`config.mk`:
```
export PLATFORM = sky130hd
export DESIGN_NAME = imem_arbiter
export DESIGN_NICKNAME = d
export VERILOG_FILES = /design/src/rtl/imem_arbiter.sv
export SDC_FILE = /design/constraint.sdc
export NUM_CORES = 1
export LEC_CHECK = 0
export ABC_AREA = 1
export CAP_MARGIN = 20
export CORE_AREA = 2 2 138 126
export CTS_BUF_LIST = sky130_fd_sc_hd__clkbuf_16
export DETAILED_ROUTE_END_ITERATION = 8
export DIE_AREA = 0 0 140 128
export PLACE_DENSITY = 0.85
export SYNTH_ARGS = -nofsm -noshare
export SYNTH_HDL_FRONTEND = slang
export SYNTH_SLANG_ARGS = --single-unit
```
`constraint.sdc`:
```
create_clock -name clock -period 4.6 [get_ports clock]
set_input_delay 0.46 -clock clock [delete_from_list [all_inputs] [get_ports clock]]
set_output_delay 0.46 -clock clock [all_outputs]
set_load 0.01 [all_outputs]
```
`src/rtl/imem_arbiter.sv`:
```
// imem_arbiter: round-robin arbiter sharing one memory port between the
// instruction-fetch requester (I) and the load/store requester (D).
// Each granted request is latched onto the memory port until mem_valid,
// or until the watchdog gives up, and a one-cycle completion pulse is
// returned to the owning requester.
module imem_arbiter #(
   parameter int ADDR_W  = 32,
   parameter int DATA_W  = 32,
   parameter int TIMEOUT = 255
) (
   input  logic              clock,
   input  logic              reset,
   input  logic              i_req,
   input  logic [ADDR_W-1:0] i_addr,
   output logic [DATA_W-1:0] i_rdata,
   output logic              i_valid,
   output logic              i_err,
   input  logic              d_req,
   input  logic              d_we,
   input  logic [ADDR_W-1:0] d_addr,
   input  logic [DATA_W-1:0] d_wdata,
   output logic [DATA_W-1:0] d_rdata,
   output logic              d_valid,
   output logic              d_err,
   output logic              mem_req,
   output logic              mem_we,
   output logic [ADDR_W-1:0] mem_addr,
   output logic [DATA_W-1:0] mem_wdata,
   input  logic [DATA_W-1:0] mem_rdata,
   input  logic              mem_valid,
   output logic              busy
);

   // A zero TIMEOUT still gets a 1-bit counter so no zero-width vectors appear.
   localparam int CNT_W = (TIMEOUT > 0) ? $clog2(TIMEOUT + 1) : 1;
   localparam logic [CNT_W-1:0] CNT_MAX  = CNT_W'(TIMEOUT);
   // Expiry is flagged one count early so the pulse lands T cycles after
   // the first busy cycle (the count starts at 0 in that cycle).
   localparam logic [CNT_W-1:0] CNT_LAST = CNT_W'((TIMEOUT > 0) ? TIMEOUT - 1 : 0);
   localparam bit WDOG_EN = (TIMEOUT != 0);

   localparam logic GRANT_I = 1'b0;
   localparam logic GRANT_D = 1'b1;

   typedef enum logic [1:0] {IDLE, I_BUSY, D_BUSY} state_t;

   state_t            state, state_next;
   logic              last_grant, last_grant_next;
   logic [CNT_W-1:0]  count, count_next;

   logic              mem_req_next, mem_we_next;
   logic [ADDR_W-1:0] mem_addr_next;
   logic [DATA_W-1:0] mem_wdata_next;
   logic              i_valid_next, i_err_next, d_valid_next, d_err_next;
   logic [DATA_W-1:0] i_rdata_next, d_rdata_next;

   logic              i_elig, d_elig, grant_i, grant_d, expired;

   // A requester whose completion pulse is showing this cycle is still holding
   // req for the finished transaction, so it must not be granted again yet.
   assign i_elig  = i_req & ~i_valid;
   assign d_elig  = d_req & ~d_valid;
   assign grant_i = i_elig & (~d_elig | (last_grant == GRANT_D));
   assign grant_d = d_elig & ~grant_i;
   assign expired = WDOG_EN && !mem_valid && (count == CNT_LAST);
   assign busy    = (state != IDLE);

   // State, fairness pointer and watchdog counter.
   always_ff @(posedge clock or posedge reset) begin
      if (reset) begin
         state      <= IDLE;
         last_grant <= GRANT_D;
         count      <= '0;
      end else begin
         state      <= state_next;
         last_grant <= last_grant_next;
         count      <= count_next;
      end
   end

   // Registered memory-port and requester-side outputs.
   always_ff @(posedge clock or posedge reset) begin
      if (reset) begin
         mem_req   <= 1'b0;
         mem_we    <= 1'b0;
         mem_addr  <= '0;
         mem_wdata <= '0;
         i_valid   <= 1'b0;
         i_err     <= 1'b0;
         i_rdata   <= '0;
         d_valid   <= 1'b0;
         d_err     <= 1'b0;
         d_rdata   <= '0;
      end else begin
         mem_req   <= mem_req_next;
         mem_we    <= mem_we_next;
         mem_addr  <= mem_addr_next;
         mem_wdata <= mem_wdata_next;
         i_valid   <= i_valid_next;
         i_err     <= i_err_next;
         i_rdata   <= i_rdata_next;
         d_valid   <= d_valid_next;
         d_err     <= d_err_next;
         d_rdata   <= d_rdata_next;
      end
   end

   // Next-state: grant in IDLE, then wait for completion or watchdog expiry.
   always_comb begin
      state_next      = state;
      last_grant_next = last_grant;
      count_next      = count;
      mem_req_next    = mem_req;
      mem_we_next     = mem_we;
      mem_addr_next   = mem_addr;
      mem_wdata_next  = mem_wdata;
      i_valid_next    = 1'b0;
      i_err_next      = 1'b0;
      i_rdata_next    = i_rdata;
      d_valid_next    = 1'b0;
      d_err_next      = 1'b0;
      d_rdata_next    = d_rdata;

      case (state)
         IDLE: begin
            if (grant_i) begin
               state_next      = I_BUSY;
               last_grant_next = GRANT_I;
               count_next      = '0;
               mem_req_next    = 1'b1;
               mem_we_next     = 1'b0;
               mem_addr_next   = i_addr;
            end else if (grant_d) begin
               state_next      = D_BUSY;
               last_grant_next = GRANT_D;
               count_next      = '0;
               mem_req_next    = 1'b1;
               mem_we_next     = d_we;
               mem_addr_next   = d_addr;
               mem_wdata_next  = d_wdata;
            end
         end

         I_BUSY: begin
            if (mem_valid) begin
               state_next   = IDLE;
               mem_req_next = 1'b0;
               i_valid_next = 1'b1;
               i_rdata_next = mem_rdata;
            end else if (expired) begin
               state_next   = IDLE;
               mem_req_next = 1'b0;
               i_valid_next = 1'b1;
               i_err_next   = 1'b1;
               i_rdata_next = '0;
            end else if (count != CNT_MAX) begin
               count_next = count + 1'b1;
            end
         end

         D_BUSY: begin
            if (mem_valid) begin
               state_next   = IDLE;
               mem_req_next = 1'b0;
               d_valid_next = 1'b1;
               // Writes leave the last read result visible.
               if (!mem_we) begin
                  d_rdata_next = mem_rdata;
               end
            end else if (expired) begin
               state_next   = IDLE;
               mem_req_next = 1'b0;
               d_valid_next = 1'b1;
               d_err_next   = 1'b1;
               d_rdata_next = '0;
            end else if (count != CNT_MAX) begin
               count_next = count + 1'b1;
            end
         end

         default: begin
            state_next   = IDLE;
            mem_req_next = 1'b0;
         end
      endcase
   end

endmodule

```
==> impl_metrics.toml <==
[layout]
layout.nets = 1090
drive_above_1_share_pct = 11.9
fillCellCount = 1398
finalNonFillerCells = 1174
final_util_pct = 58.3
area_growth_pct = 53.3
antenna_cells = 0
fin_area_sq_mm = 0.00968

[place]
dp_hpwl_microns = 12600
placed_cell_area_sq_mm = 0.00911
preCtsSetupSlack_ns = 1.17
place_inst = 1142
portBuffers = 268
place_congestion = 0.830

[worst_hold_path]
hold_class = "flip-flop to flip-flop"
hold_start = "mem_req"
holdPathStages = 2
hold_path_end = "mem_req"

[drt]
drt_pass1_iterations = 6
viasPerCell = 4.93
wl_microns = 18500
vias = 5792
drtIter0Drc = 323
antenna_left = 0
drcViolationCount = 11
wl_per_cell_microns = 15.8

[clocking]
cts_tree = "yes"
htree_levels = 4
cts_setup_buffers = 0
cts_buffers = 17
root_buffer = "clkbuf_16"
clockBufferDepth = 2
clkSlewWorstSetupHoldPaths_ns = 0.06
post_cts_resized = 0
clk_latency_ns = 0.42
clock_sinks = 145
hold_buffers = 0

[synth]
synthTopCellsByArea = "dfrtp_1 (57%), nand2_1 (13%), a21oi_1 (5.5%)"
yosysSeqAreaShare_pct = 57.5
ys.warnings.count = 0
syn_inst = 693
synth_cell_types = 23
syn-num-nets = 832
syn-cell-area_sq_mm = 0.00631
ys_ff_latch = 145
synth.largest_area_cell = "dfrtp_1"
yosysTopAreaCellShare_pct = 57.1
syn_avg_cell_area_sq_um = 9.11

[power_and_ir_drop]
power.density_mw_per_mm2 = 678
ir_drop_mv = 0.338
total_power_mw = 6.56
leakagePower_nw = 4.37

[floorplanning]
ios = 269
dieArea_sq_mm = 0.0179
die_h_microns = 128
rows = 45
start_util_pct = 38.0
core-area_sq_mm = 0.0166
die_w_microns = 140

[sta]
worst_pin_slew_ns = 1.04
hold_viol = 0
setup_slack_ns = 1.50
maxSlewViolCount = 0
relSlewSlack_pct = 30.8
maxClockFrequency_mhz = 323
finalHoldWorstSlack_ns = 0.477
worst_clock_skew_ns = 0.0207
grt_setup_unrepaired = "false"
fin_crit_sh_pct = 67.3
setup_violations = 0
fin_crit_ns = 3.10
setup_tns_ns = 0

[critical_path]
r2r_start = "state[0]"
worstPathMaxFanout = 35
startpoint_type = "flip-flop"
cp-end-kind = "flip-flop"
required_ns = 4.96
timing.critical_path.arrival_ns = 3.45
ff2ff_path_depth = 9
r2r_end = "mem_we"
crit_type = "flip-flop to flip-flop"
slowest_stage = "inv_2"
crit_chain = "inv_1, ha_1, o21ai_2, buf_4, inv_2, nand2_2, inv_2, nand2_1, nand2_1"
slowest_delay_ns = 0.62
r2r_setup_slack_ns = 1.50

[job]
drv_cap = 0

[global_route]
track_usage_pct = 20.9
met3_usage_pct = 6.24
grt-busiest-layer = "met2"
grt_max_degree = 90
grt_pass1_wl_microns = 29600
antenna_found_initial = 0
grt_util_met2_pct = 33.7
grt_overflow_total = 0
use_met1_pct = 26.7
grt_pass1_vias = 5810

[run_status]
violations = "DRC"
outcome = "finished with violations"
cells by family after synthesis:
group	synth area share, %
flip-flops	57.5
buffers and inverters	4.64
adder cells (fa/ha/maj)	0.991
AO/OA/AOI/OAI	13.2
AND/OR/NAND/NOR	23.7
state kept, by name, indices dropped and copies added (netlist names):
signal	count
i_rdata	32
i_err	1
d_valid	1
i_valid	1
d_rdata	32
state	2
mem_req	1
d_err	1
mem_we	1
mem_wdata	32
mem_addr	32
last_grant	1
count	8
synth_stat cells:
cell / instances
a21oi_4: 1
nand4_1: 2
nand2_1: 213
buf_2: 9
nor2_4: 2
nand2_4: 3
o21ai_0: 37
nor2_2: 1
inv_1: 17
nand3_1: 44
dfrtp_1: 144
a21oi_1: 69
nor2_8: 1
nand3b_2: 1
ha_1: 5
nor2_1: 48
nand2_2: 30
buf_4: 3
inv_2: 3
buf_6: 7
o21ai_2: 33
clkbuf_1: 19
dfstp_2: 1
worst max path at each step:
stage,cells after the start,end,startpoint
after global routing,9,mem_wdata[13],state[0]
after floorplan,1,count[0],reset
final,9,mem_we,state[0]
after global placement,10,mem_wdata[28],d_req
after CTS,9,mem_wdata[24],state[0]
after detailed placement,10,mem_wdata[24],d_req
per-layer routing:
layer  routed length (microns)  vias to the layer above
met4                       419                        0
met5                         0                        -
met3                      1140                       33
met1                      7930                     2791
met2                      9000                      206
li1                          -                     2762
placed cells by master (no fill, tap or decap), types with 2 or more instances in the layout:
master / Yosys / layout
clkdlybuf4s50_1: 0 / 268
clkinv_2: 0 / 3
clkinv_4: 0 / 5
nand2_1: 213 / 213
o21ai_2: 33 / 33
nand2_4: 3 / 3
ha_1: 5 / 5
clkinvlp_4: 0 / 2
inv_6: 0 / 2
inv_2: 3 / 3
buf_4: 3 / 8
nand2_2: 30 / 30
nand4_1: 2 / 2
o21ai_0: 37 / 37
a21oi_1: 69 / 69
nor2_4: 2 / 2
inv_1: 17 / 17
nor2_1: 48 / 48
dfrtp_1: 144 / 144
clkbuf_16: 0 / 17
nand3_1: 44 / 44
area by class of cell:
cell class	count	area, sq um	share of cell area [%]
clock inverter	14	120	1.24
multi-input combinational	490	2390	24.7
tap	211	264	2.73
inverter	20	80.1	0.827
clock buffer	17	425	4.39
sequential	145	3630	37.5
timing repair buffer	277	2770	28.6
worst max-delay path: cells and delay by family, from the launching register on:
kind,cells,cell delay [ns]
flops,1,0.40
buf+inv,4,1.47
compound gates,1,0.08
fa+ha+maj,1,0.30
simple gates,3,0.77
report_power, final:
part           internal, mW  switching [mW]  leakage, nW  total, mW
Sequential             1.86           0.358         1.80       2.22
Clock                 0.737           0.532        0.268       1.27
Combinational          1.51            1.57         2.30       3.07
Power figures use the tool's default switching activity.
